===== config.mk =====
export PLATFORM = sky130hd
export DESIGN_NAME = pulse_train_generator
export DESIGN_NICKNAME = d
export VERILOG_FILES = /design/src/rtl/pulse_train_generator.sv
export SDC_FILE = /design/constraint.sdc
export NUM_CORES = 1
export LEC_CHECK = 0
export BUFFER_PORTS_ARGS = -buffer_cell sky130_fd_sc_hd__buf_2
export CAP_MARGIN = 40
export CORE_MARGIN = 2
export CORE_UTILIZATION = 50
export DETAILED_ROUTE_END_ITERATION = 10
export HOLD_SLACK_MARGIN = 0.1
export PLACE_DENSITY = 0.69
export SETUP_SLACK_MARGIN = 0.5
export SYNTH_ARGS = -nofsm -noshare
export SYNTH_HDL_FRONTEND = slang
export SYNTH_SLANG_ARGS = --single-unit

===== constraint.sdc =====
create_clock -name clk -period 9.9 [get_ports clk]
set_input_delay 0.495 -clock clk [delete_from_list [all_inputs] [get_ports clk]]
set_output_delay 0.495 -clock clk [all_outputs]
set_load 0.1 [all_outputs]

===== src/rtl/pulse_train_generator.sv =====
// pulse_train_generator: multi-channel pulse/PWM generator for the thruster
// firing path. One shared period counter drives N_CH channels, each with its
// own width and delay. Configuration is double-buffered (shadow -> active at
// period boundaries) and an optional burst length stops generation after a
// fixed number of periods and pulses done.
//
// Optional feature macro: PULSE_TRAIN_GRACEFUL_STOP_EN
//   defined   : dropping run finishes the current period (STOPPING state),
//               then returns to IDLE with a done pulse.
//   undefined : dropping run aborts immediately; STOPPING does not exist.
//
// Handshake: load is a one-cycle strobe with no back-pressure; it is always
// accepted into the shadow set. run is a level; generation starts when run
// is high and the arm flag is set (arm is set by reset or by run low in IDLE).
module pulse_train_generator #(
  parameter int W    = 16,
  parameter int N_CH = 2,
  parameter int BW   = 16
) (
  input  logic              clk,
  input  logic              rst_n,
  input  logic              run,
  input  logic              load,
  input  logic [W-1:0]      period,
  input  logic [N_CH*W-1:0] width,
  input  logic [N_CH*W-1:0] delay,
  input  logic [BW-1:0]     burst_len,
  output logic [N_CH-1:0]   pulse_out,
  output logic              busy,
  output logic              done,
  output logic [1:0]        fsm_state
);

`ifdef PULSE_TRAIN_GRACEFUL_STOP_EN
  typedef enum logic [1:0] {IDLE = 2'd0, RUN = 2'd1, STOPPING = 2'd2} state_t;
`else
  typedef enum logic [1:0] {IDLE = 2'd0, RUN = 2'd1} state_t;
`endif

  state_t state, state_next;

  logic [W-1:0]      sh_period, act_period, act_period_next;
  logic [N_CH*W-1:0] sh_width, act_width, act_width_next;
  logic [N_CH*W-1:0] sh_delay, act_delay, act_delay_next;
  logic [BW-1:0]     sh_burst, act_burst, act_burst_next;
  logic              pending, pending_next;
  logic              arm, arm_next;
  logic [W-1:0]      cnt, cnt_next;
  logic [BW-1:0]     burst_cnt, burst_cnt_next;
  logic [N_CH-1:0]   pulse_next;
  logic              finish, abort, enter_run;

  logic [W-1:0] p_eff;
  logic         wrap;
  logic         complete;

  // Effective period is clamped to 2; wrap is the last counter value of it.
  assign p_eff    = (act_period < W'(2)) ? W'(2) : act_period;
  assign wrap     = (state != IDLE) && (cnt == p_eff - W'(1));
  assign complete = wrap && (act_burst != '0) && ((burst_cnt + BW'(1)) == act_burst);
  assign fsm_state = state;

  // State register.
  always_ff @(posedge clk) begin
    if (!rst_n) state <= IDLE;
    else        state <= state_next;
  end

  // Next-state logic; completion outranks abort.
  always_comb begin
    state_next = state;
    finish     = 1'b0;
    abort      = 1'b0;
    case (state)
      IDLE: begin
        if (run && arm) state_next = RUN;
      end
      RUN: begin
        if (complete) begin
          state_next = IDLE;
          finish     = 1'b1;
        end else if (!run) begin
`ifdef PULSE_TRAIN_GRACEFUL_STOP_EN
          // run dropping on the wrap cycle means the current period is over.
          if (wrap) begin
            state_next = IDLE;
            finish     = 1'b1;
          end else begin
            state_next = STOPPING;
          end
`else
          state_next = IDLE;
          abort      = 1'b1;
`endif
        end
      end
`ifdef PULSE_TRAIN_GRACEFUL_STOP_EN
      STOPPING: begin
        // run re-asserting here does not cancel the stop.
        if (wrap) begin
          state_next = IDLE;
          finish     = 1'b1;
        end
      end
`endif
      default: state_next = IDLE;
    endcase
  end

  // Next values for counter, burst count, config buffers and outputs.
  always_comb begin
    enter_run = (state == IDLE) && (state_next == RUN);

    if (state_next == IDLE || enter_run || wrap) cnt_next = '0;
    else                                         cnt_next = cnt + W'(1);

    if (state_next == IDLE || enter_run) burst_cnt_next = '0;
    else if (wrap)                       burst_cnt_next = burst_cnt + BW'(1);
    else                                 burst_cnt_next = burst_cnt;

    act_period_next = act_period;
    act_width_next  = act_width;
    act_delay_next  = act_delay;
    act_burst_next  = act_burst;
    pending_next    = pending;
    if (wrap && load) begin
      // A load coinciding with the wrap goes straight to the active set.
      act_period_next = period;
      act_width_next  = width;
      act_delay_next  = delay;
      act_burst_next  = burst_len;
      pending_next    = 1'b0;
    end else begin
      if (pending && (wrap || state == IDLE || abort)) begin
        act_period_next = sh_period;
        act_width_next  = sh_width;
        act_delay_next  = sh_delay;
        act_burst_next  = sh_burst;
        pending_next    = 1'b0;
      end
      if (load) pending_next = 1'b1;
    end

    if (enter_run)                          arm_next = 1'b0;
    else if (state == IDLE && !run)         arm_next = 1'b1;
    else                                    arm_next = arm;

    // Outputs are registered, so evaluate the window against the next
    // counter value; a pulse never wraps because the counter stops at p_eff-1.
    pulse_next = '0;
    for (int k = 0; k < N_CH; k++) begin
      if (state_next != IDLE &&
          cnt_next >= act_delay_next[k*W +: W] &&
          {1'b0, cnt_next} < ({1'b0, act_delay_next[k*W +: W]} + {1'b0, act_width_next[k*W +: W]}))
        pulse_next[k] = 1'b1;
    end
  end

  // Datapath and registered outputs.
  always_ff @(posedge clk) begin
    if (!rst_n) begin
      sh_period  <= '0;
      sh_width   <= '0;
      sh_delay   <= '0;
      sh_burst   <= '0;
      act_period <= '0;
      act_width  <= '0;
      act_delay  <= '0;
      act_burst  <= '0;
      pending    <= 1'b0;
      arm        <= 1'b1;
      cnt        <= '0;
      burst_cnt  <= '0;
      pulse_out  <= '0;
      busy       <= 1'b0;
      done       <= 1'b0;
    end else begin
      if (load) begin
        sh_period <= period;
        sh_width  <= width;
        sh_delay  <= delay;
        sh_burst  <= burst_len;
      end
      act_period <= act_period_next;
      act_width  <= act_width_next;
      act_delay  <= act_delay_next;
      act_burst  <= act_burst_next;
      pending    <= pending_next;
      arm        <= arm_next;
      cnt        <= cnt_next;
      burst_cnt  <= burst_cnt_next;
      pulse_out  <= pulse_next;
      busy       <= (state_next != IDLE);
      done       <= finish;
    end
  end

endmodule


After elaboration in Yosys (flattened, before gate mapping)
Index checks and enable logic that the tools add are counted.
{ "totals": {"word_cells": 83, "reg_bits": 232, "input_bits": 100, "output_inout_bits": 6} }
{ "op_classes": {"n_reduce_logical": 28, "n_lt_le_gt_ge": 5, "mux": 24, "n_bitwise": 1, "n_eq_ne": 4, "n_addsub": 5} }
{ "ops": {"columns": ["cell", "count"], "rows": [
  ["$mux W32", 4],
  ["$mux W16", 6],
  ["$add A16 B16 Y17", 2],
  ["$lt A16 B17 Y1", 2],
  ["$add A16 B1 Y16 const B", 2],
  ["$eq A16 B16 Y1", 2],
  ["$ge A16 B16 Y1", 2],
  ["$lt A16 B2 Y1 const B", 1],
  ["$reduce_bool A16 Y1", 1],
  ["$sub A16 B1 Y16 const B", 1],
  ["$logic_and A1 B1 Y1", 12],
  ["$mux W1", 10],
  ["$reduce_bool A2 Y1", 5],
  ["$mux W2", 3],
  ["$eq A2 B1 Y1 const B", 2],
  ["$logic_not A2 Y1", 2],
  ["$logic_or A1 B1 Y1", 4],
  ["$pmux W2 S2", 1],
  ["$reduce_or A2 Y1", 2],
  ["$reduce_and A2 Y1", 1],
  ["$logic_not A1 Y1", 1],
  ["$not A1 Y1", 1]
]} }

Logic depth before layout (Yosys ltp)
Gate-level depths: netlist of the first run.
{ "depth": {"ltp_word": 18, "ltp_mapped": 34, "depth_no_buf": 31} }

Least setup slack after synthesis of the first run
Ideal clock, no wire load.
{ "synth_path": {"kind": "register to register", "from": "register act_period[3]", "to": "register pulse_out[0]", "required_ns": 9.842, "synth_period_minus_slack_ns": 7.578, "n_path_buf": 3, "arrival_time_ns": 7.520, "path_stages_with_launch": 34, "setup_ns": 0.058, "slack_ns": 2.322, "path_cell_list": "dfxtp_1 > buf_6 > or4_1 > nor3_2 > a21boi_0 > inv_1 > ha_1 > nor3b_2 > nor2_1 > nor4b_1 > o211ai_1 > or4bb_1 > or4_4 > nor3b_4 > buf_6 > buf_4 > o21ai_0 > ha_1 > fa_1 > a21o_1 > a21oi_1 > o21bai_1 > a31o_2 > a211oi_1 > nand2b_1 > a21oi_1 > xor2_1 > ha_1 > or3_1 > o21ai_0 > a21oi_1 > or4_1 > a41oi_1 > o221a_2"} }
{ "synth_via": {"elab_cells_between_ends": 32, "cone_classes": "2 x add/sub; 3 x order compare; 2 x eq/ne; 11 x mux; 14 x reduce/logical"} }
{ "synth_rtl": {"columns": ["element", "line", "source"], "rows": [
  ["from (decl)", "42", "logic [W-1:0] sh_period, act_period, act_period_next;"],
  ["from (signal assigned)", "184", "act_period <= act_period_next;"],
  ["$lt A16 B2 Y1", "58", "assign p_eff = (act_period < W'(2)) ? W'(2) : act_period;"],
  ["$mux W16 (*)", "58", null],
  ["$sub A16 B1 Y16 (*)", "59", "assign wrap = (state != IDLE) && (cnt == p_eff - W'(1));"],
  ["$eq A16 B16 Y1 (*)", "59", null],
  ["$logic_and A1 B1 Y1 (*)", "59", null],
  ["$logic_and A1 B1 Y1 (2 in a row)", "60", "assign complete = wrap && (act_burst != '0) && ((burst_cnt + BW'(1)) == act_burst);"],
  ["$mux W1", "79", "if (complete) begin"],
  ["$mux W1", "74", "case (state)"],
  ["$logic_or A1 B1 Y1", "134", "if (pending && (wrap || state == IDLE || abort)) begin"],
  ["$logic_and A1 B1 Y1", "134", null],
  ["$mux W32", "134", null],
  ["$mux W32 (*)", "126", "if (wrap && load) begin"],
  ["net act_delay_next[0]", "44", "logic [N_CH*W-1:0] sh_delay, act_delay, act_delay_next;"],
  ["$add A16 B16 Y17 or $ge A16 B16 Y1 (tied branches)", "154, 153", null],
  ["$lt A16 B17 Y1 or $logic_and A1 B1 Y1 (tied branches)", "154, 152", null],
  ["$logic_and A1 B1 Y1 (*)", "153", "cnt_next >= act_delay_next[k*W +: W] &&"],
  ["$mux W1 (*)", "152", "if (state_next != IDLE &&"],
  ["to (signal assigned)", "192", "pulse_out <= pulse_next;"],
  ["to (decl)", "28", "output logic [N_CH-1:0] pulse_out,"]
]} }
The timed path passes the listed nets; every way through them passes the cells marked *.
A chain may end at the register's enable or synchronous reset.

Worst setup path after layout of the first run
Ends and elaborated chain as after synthesis.

==> results.txt, run 1 <==
The library cell used most frequently in the layout, excluding fill and tap cells, is dfxtp_1. The overall global routing resource usage came out at 25.80%. The worst reg-to-reg path cell count is 30. The share of cells above drive strength 1 came out at 10.52%.

The delay of the slowest cell on the worst path came out at 590 ps. The post-layout utilization of the core came out at 55.61%. The port buffer count is 105.

After floorplanning, the core was divided into 64 placement rows. The total CTS buffers is 27. The count of cell types in the netlist came out at 75. After floorplanning, the core was sized to cover 30510 µm². On the critical path the largest part of the delay comes from simple AND/OR/NAND/NOR gates. STA puts the critical path data required time at 10380 ps. After legalization and detailed placement, the total HPWL measured 30.61 mm. In this run, post-CTS repair resized a total of 0 instances. The worst setup path is captured at a flop. After layout, the minimum clock period comes to 8552 ps. The count of endpoints failing hold in the final timing report is 0. The worst setup slack before clock tree synthesis came out at 1197 ps. The number of synthesized register bits came out at 232. The number of buffers and inverters on the critical path came out at 3. The worst hold path begins at period[1]. The kind of start point of the critical path is a flop. The critical path arrival came out at 9030 ps. The floorplan die area is 32270 µm².

The first-iteration detailed-routing DRC count is 1095. The count of TritonRoute iterations in the first routing pass came out at 8. Setup repair after global routing left no endpoint under its margin. The routability congestion estimate is 0.9510. The launch instance of the worst register-to-register path is act_period[3].

The average vias per placed instance came out at 6.199. The total of endpoints with negative setup slack in the final report came out at 0. After filler insertion, the fill cell instance count of the layout stands at 2848. The smallest setup slack after layout came out at 1348 ps.

The number of flops mapped to enable cells by yosys came out at 0. The via count of the first global-routing pass came to 13113. The post-route DRC violation count is 0.

The worst hold path depth is 3. The critical register-to-register path endpoint is pulse_out[0]. In the final design database the tool counted 2071 nets. Hold repair after CTS inserted 0 buffers. The starting density of the core is 50.55%. Timing would allow up to 116.9 MHz. In this run the clock root is driven by a clkbuf_16. Counting every net in the synthesized netlist gives 2070. The slew at the pin closest to its max-slew limit is 961.4 ps. The total power is 2308 µW. The register clock-pin slew on the reported worst setup and hold paths is 60 ps. Relative to the synthesized area, the layout overhead comes to 10.00%. The clock passes through at most 3 buffers.

Across all hold checks on the routed design, the worst slack comes to 197.4 ps. The power density normalized to cell area came out at 136.1 nW/µm². The width of the chip came out at 179.6 µm. The count of nets left with antenna violations once routing finished came out at 0. The netlist area before placement came out at 15420 µm².

The share of synthesized area occupied by flip-flops and latches is 30.11%. The leakage power came out at 0.007220 µW. The worst max-slew margin expressed relative to the limit is 35.91%. The setup check on the worst reg-to-reg path leaves a slack of 1350 ps. In the synthesized netlist, the number of instances is 1871. The maximum resistive drop on vdd came out at 0.1475 mV.

The initial antenna violation count is 2. The main flop type after synthesis is dfxtp_1. The warning count from the yosys run came out at 0. Pin placement for this block handled 106 I/O pins. Detailed routing inserted a total of 14189 vias.

The kind of critical path is flop to flop. The routed design has 43.60 mm of wire. TritonCTS built the clock tree. The sink count of the clock tree came out at 232.

For this run, asynchronously set or reset flops after synthesis account for 0%. In this run the worst hold path is classified as primary input to flop. Each instance of the synthesized netlist takes up on average 8.243 µm². The later pin in the worst-skew pair is clocked with a latency of 540 ps. The total congestion overflow after global routing is 0. Leaving out fill and tap cells, the most frequent cells in the layout are dfxtp_1 (232), nand3_1 (229), nand4_1 (209), mux2i_1 (162), nand2_1 (106). The number of logic stages on the critical path including buffering came out at 30. The number of buffers inserted by post-CTS setup repair is 0. The run finished with clean final reports. The worst hold path terminates at act_period[1].

Entering global routing, the biggest net connects 166 pins. The final-report max-slew violation count came to 0. The largest individual stage delay along the critical path comes from the cell or4_1.

The setup clock skew after layout came out at 11.92 ps. The final sum of negative setup slack is 0 ps. The largest fanout of any net on the critical path came out at 60.

CTS built an H-tree with a depth of 1. The wire length of the first global-routing pass came out at 69.26 mm. The routed length per instance came out at 19.05 µm. Max-cap violations in this run came to 0. Of the available clock period, the critical path in the final layout requires 86.38%. The die height is 179.6 µm.
cell families (layout without fill, tap and decap cells):
kind of cell	after synthesis	after routing	synth area share, %
simple gates	840	841	29.95
compound gates	284	284	11.99
flops	232	232	30.11
buf+inv	175	195	4.851
mux	162	162	10.51
fa+ha+maj	99	99	8.128
xor+xnor	78	78	4.429
other cells	1	2	0.02431
flip-flops by register name, summed over array words and instances (netlist names):
| name | cells |
|---|---|
| pending | 1 |
| sh_delay | 32 |
| act_period | 16 |
| act_width | 32 |
| sh_width | 32 |
| burst_cnt | 16 |
| fsm_state | 2 |
| arm | 1 |
| act_delay | 32 |
| done | 1 |
| pulse_out | 2 |
| busy | 1 |
| act_burst | 16 |
| cnt | 16 |
| sh_burst | 16 |
| sh_period | 16 |
how the worst max path moves through the flow:
stage / start / endpoint
floorplan: act_period[3] / pulse_out[0]
detailed placement: act_period[3] / pulse_out[0]
CTS: act_period[3] / pulse_out[0]
finish: act_period[3] / pulse_out[0]
global placement: act_period[3] / pulse_out[0]
global route: act_period[3] / pulse_out[0]
layer usage:
layer	GRT usage, %	wire (µm)
met1	33.70	19080
met2	43.26	20490
met3	3.687	2395
met4	9.593	1601
met5	0	26
cell type report:
type | count | area, µm² | share of cell area, %
sequential | 232 | 4644 | 27.37
clock buffer | 35 | 755.7 | 4.454
clock inverter | 14 | 132.6 | 0.7817
timing repair buffer | 128 | 788.3 | 4.646
antenna | 1 | 2.502 | 0.01475
multi-input combinational | 1465 | 10080 | 59.41
tap | 396 | 495.5 | 2.920
inverter | 18 | 67.56 | 0.3982
worst reg2reg max path: cells and delay by family (launching register included):
family	cells	cell delay, ps
xor+xnor	1	190
compound gates	11	2040
buf+inv	3	820
flops	1	410
fa+ha+maj	3	810
simple gates	12	4220
power breakdown:
part,switching (µW),internal [µW],total (µW)
Sequential,23.7,967,991
Clock,411,589,1000
Combinational,189,128,317
Total,624,1680,2310
Yosys cell counts (7+ instances only):
| library cell | n | area [µm²] |
|---|---|---|
| o31ai_1 | 9 | 67.56 |
| a21o_1 | 19 | 142.6 |
| or3_1 | 15 | 93.84 |
| a21boi_0 | 15 | 112.6 |
| inv_1 | 18 | 67.56 |
| or4_1 | 13 | 97.59 |
| nand2b_1 | 8 | 50.05 |
| mux2i_1 | 162 | 1622 |
| buf_6 | 7 | 78.83 |
| dfxtp_1 | 232 | 4644 |
| nor4_1 | 9 | 56.30 |
| nand2_1 | 106 | 397.9 |
| a31oi_1 | 7 | 43.79 |
| ha_1 | 97 | 1214 |
| a211oi_1 | 8 | 60.06 |
| o21ai_0 | 96 | 480.5 |
| buf_1 | 24 | 90.09 |
| xnor2_1 | 42 | 367.9 |
| buf_2 | 21 | 105.1 |
| nor3_1 | 21 | 105.1 |
| nor2_1 | 76 | 285.3 |
| nor2b_1 | 103 | 644.4 |
| clkbuf_1 | 99 | 371.6 |
| and4_1 | 7 | 61.31 |
| nand3_1 | 229 | 1146 |
| a21oi_1 | 38 | 190.2 |
| o211ai_1 | 8 | 60.06 |
| xor2_1 | 36 | 315.3 |
| nand4_1 | 209 | 1308 |
| and3_1 | 11 | 68.82 |
| o21a_1 | 37 | 277.8 |
through the flow:
stage	std cells	area, µm²
after floorplan	1871	15420
after global placement	2234	15980
after detailed placement	2238	16060
after CTS	2287	16950
after global routing	2288	16960
final	2289	16970
(Power assumes the default switching activity.)
==> run 2, diff against run 1 <==
Settings changed: BUFFER_PORTS_ARGS -buffer_cell sky130_fd_sc_hd__buf_2 to -buffer_cell sky130_fd_sc_hd__buf_4, CELL_PAD_IN_SITES_DETAIL_PLACEMENT set to 0, CELL_PAD_IN_SITES_GLOBAL_PLACEMENT set to 1, CORE_UTILIZATION 50 to 47, PLACE_DENSITY 0.69 to 0.83.
==> results.txt, run 2 (same netlist as run 1, synthesis figures left out) <==
The run finished with clean final reports. The via count of the first global-routing pass came out at 12958. CTS placed an instance of clkbuf_16 at the clock tree root. The detailed placement HPWL came out at 29.54 mm. Max-cap violations in this run came to 0. The floorplan step set the die height to 185.2 µm. The launch instance of the worst register-to-register path is act_period[3]. Data on the critical path arrives at its endpoint at 8890 ps.

The routability congestion estimate is 0.8520. The power density normalized to cell area is 133.9 nW/µm². The worst max-slew margin expressed relative to the limit is 35.49%. The register clock-pin slew on the reported worst setup and hold paths is 70 ps.

The area added between synthesis and finish is 11.76%. Total power for the finished layout comes to 2309 µW. The number of standard-cell rows in the floorplan came out at 66. The worst hold path passes through 3 cells. The first global-routing pass estimated 68.54 mm of wire. The final routed wirelength across all metal layers is 42.71 mm. The final standard cell count with taps included and fillers excluded is 2331.

The leakage power is 0.007297 µW. The clock insertion delay at the later pin of the skew report came out at 560 ps. The layout has 3035 filler cells. The buffer depth of the longest clock path came out at 3.

The final sum of negative setup slack is 0 ps. The slowest cell on the critical path is or4_1. The count of TritonRoute iterations in the first routing pass is 7.

The worst setup path is of the flop to flop kind. Once placement completed, the tool counted placed cells totaling 2283. The library cell used most frequently in the layout, excluding fill and tap cells, is dfxtp_1.

The total congestion overflow after global routing is 0. Across the routed clock network, the largest skew measured is 13.73 ps. The largest fanout of any net on the critical path is 22. The maximum resistive drop on vdd came out at 0.1485 mV. The net count of the finished layout came out at 2069. Setup repair after global routing left no endpoint under its margin. The average vias per placed instance is 6.064. The port buffer count came out at 105. The most critical setup path has its startpoint at act_period[3]. The post-cts gate resize count is 0.

The highest attainable clock frequency came out at 119.3 MHz. The hold buffer count at CTS came out at 0. The tree built by TritonCTS fans out to 232 sinks.

TritonCTS built the clock tree. The post-route DRC violation count came out at 0. In this design, the largest share of critical-path delay is due to simple AND/OR/NAND/NOR gates. The number of placed I/O pins came out at 106. The post-layout minimum cycle time is 8382 ps. The required arrival time at the worst endpoint came out at 10410 ps. The width of the chip came out at 185.2 µm. The startpoint of the worst hold path is burst_len[13]. The total CTS buffers is 27.

The count of endpoints failing hold in the final timing report came out at 0. Measured in cells, the most critical reg-to-reg path has a length of 31. Global routing used 24.51% of the available tracks across all layers. The path category of the worst min-delay check is primary input to flop. In the final routed layout, each cell accounts on average for 18.32 µm.

The final-report max-slew violation count came out at 0. The total inserted antenna cells came out at 0. STA classifies the critical path endpoint as a flop. The maximum number of pins on one net before global-route repair came out at 174. The worst setup slack before clock tree synthesis came out at 1610 ps.

The first-iteration detailed-routing DRC count came out at 999. CTS built an H-tree with a depth of 1. Counting buffers and inverters, the worst setup path is 31 cells deep.

The share of cells above drive strength 1 is 10.27%. The final-layout worst hold slack came out at 181.1 ps. The number of setup buffers added after CTS is 0. Counting both buffers and inverters, the worst setup path holds a total of 2. The top cell types in the final layout, fill and taps aside, are dfxtp_1 (232), nand3_1 (229), nand4_1 (209), mux2i_1 (162), buf_4 (120). The final critical path takes up 84.67% of the cycle. In this run the remaining antenna-violating nets after routing total 0. Setup violations remaining at the end of the flow were counted as 0. The delay of the slowest cell on the worst path came out at 610 ps.

The starting density of the core came out at 47.52%. The area inside the core boundary is 32450 µm². The slew at the pin closest to its max-slew limit came out at 967.7 ps. The initial antenna violation count is 0.

The vias after detailed routing is 14136. The floorplan die area is 34280 µm². The kind of start point of the critical path is a flop. The smallest setup slack after layout came out at 1518 ps.
==> run 2: changes by cell type in the layout (fill, tap and decap cells not counted), moves of 2 or more <==
cell / change
buf_4: +103
clkbuf_1: +3
buf_2: -103
clkinvlp_4: -2
==> run 2: path summary, 6_finish.rpt <==
path | end | slack (ps)
min reg2reg | act_delay[29] | 470
min | act_burst[13] | 180
max | pulse_out[0] | 1520
max reg2reg | pulse_out[0] | 1520
==> run 2: metrics by stage <==
step | utilization (%) | area, µm²
floorplan | - | 15420
global placement | 50.20 | 16290
detailed placement | 50.43 | 16370
CTS | 53.12 | 17240
global route | 53.12 | 17240
finish | 53.12 | 17240
==> run 2: worst min-delay path: stages <==
cell,delay (ps)
buf_4,90
nand3_1,50
nand3_1,70
==> run 2: cell type report <==
cell class	instances	area, µm²	share of cell area (%)
inverter	18	67.56	0.3920
timing repair buffer	127	1035	6.003
clock buffer	38	767.0	4.449
sequential	232	4644	26.94
clock inverter	10	103.9	0.6025
tap	442	553.0	3.208
multi-input combinational	1464	10070	58.40
==> run 2: per-layer routing <==
metal,wire length (µm),share of wire [%],GRT usage (%),vias up
met5,0,0,0,-
met4,1109,2.6,6.762,0
met3,2086,4.9,2.772,71
met2,19610,46,40.39,354
met1,19910,47,33.87,6766
li1,-,-,-,6945
==> run 2: where the power goes <==
group	switching (µW)	internal [µW]
Clock	406	588
Combinational	185	138
Sequential	24.2	967
Total	616	1690
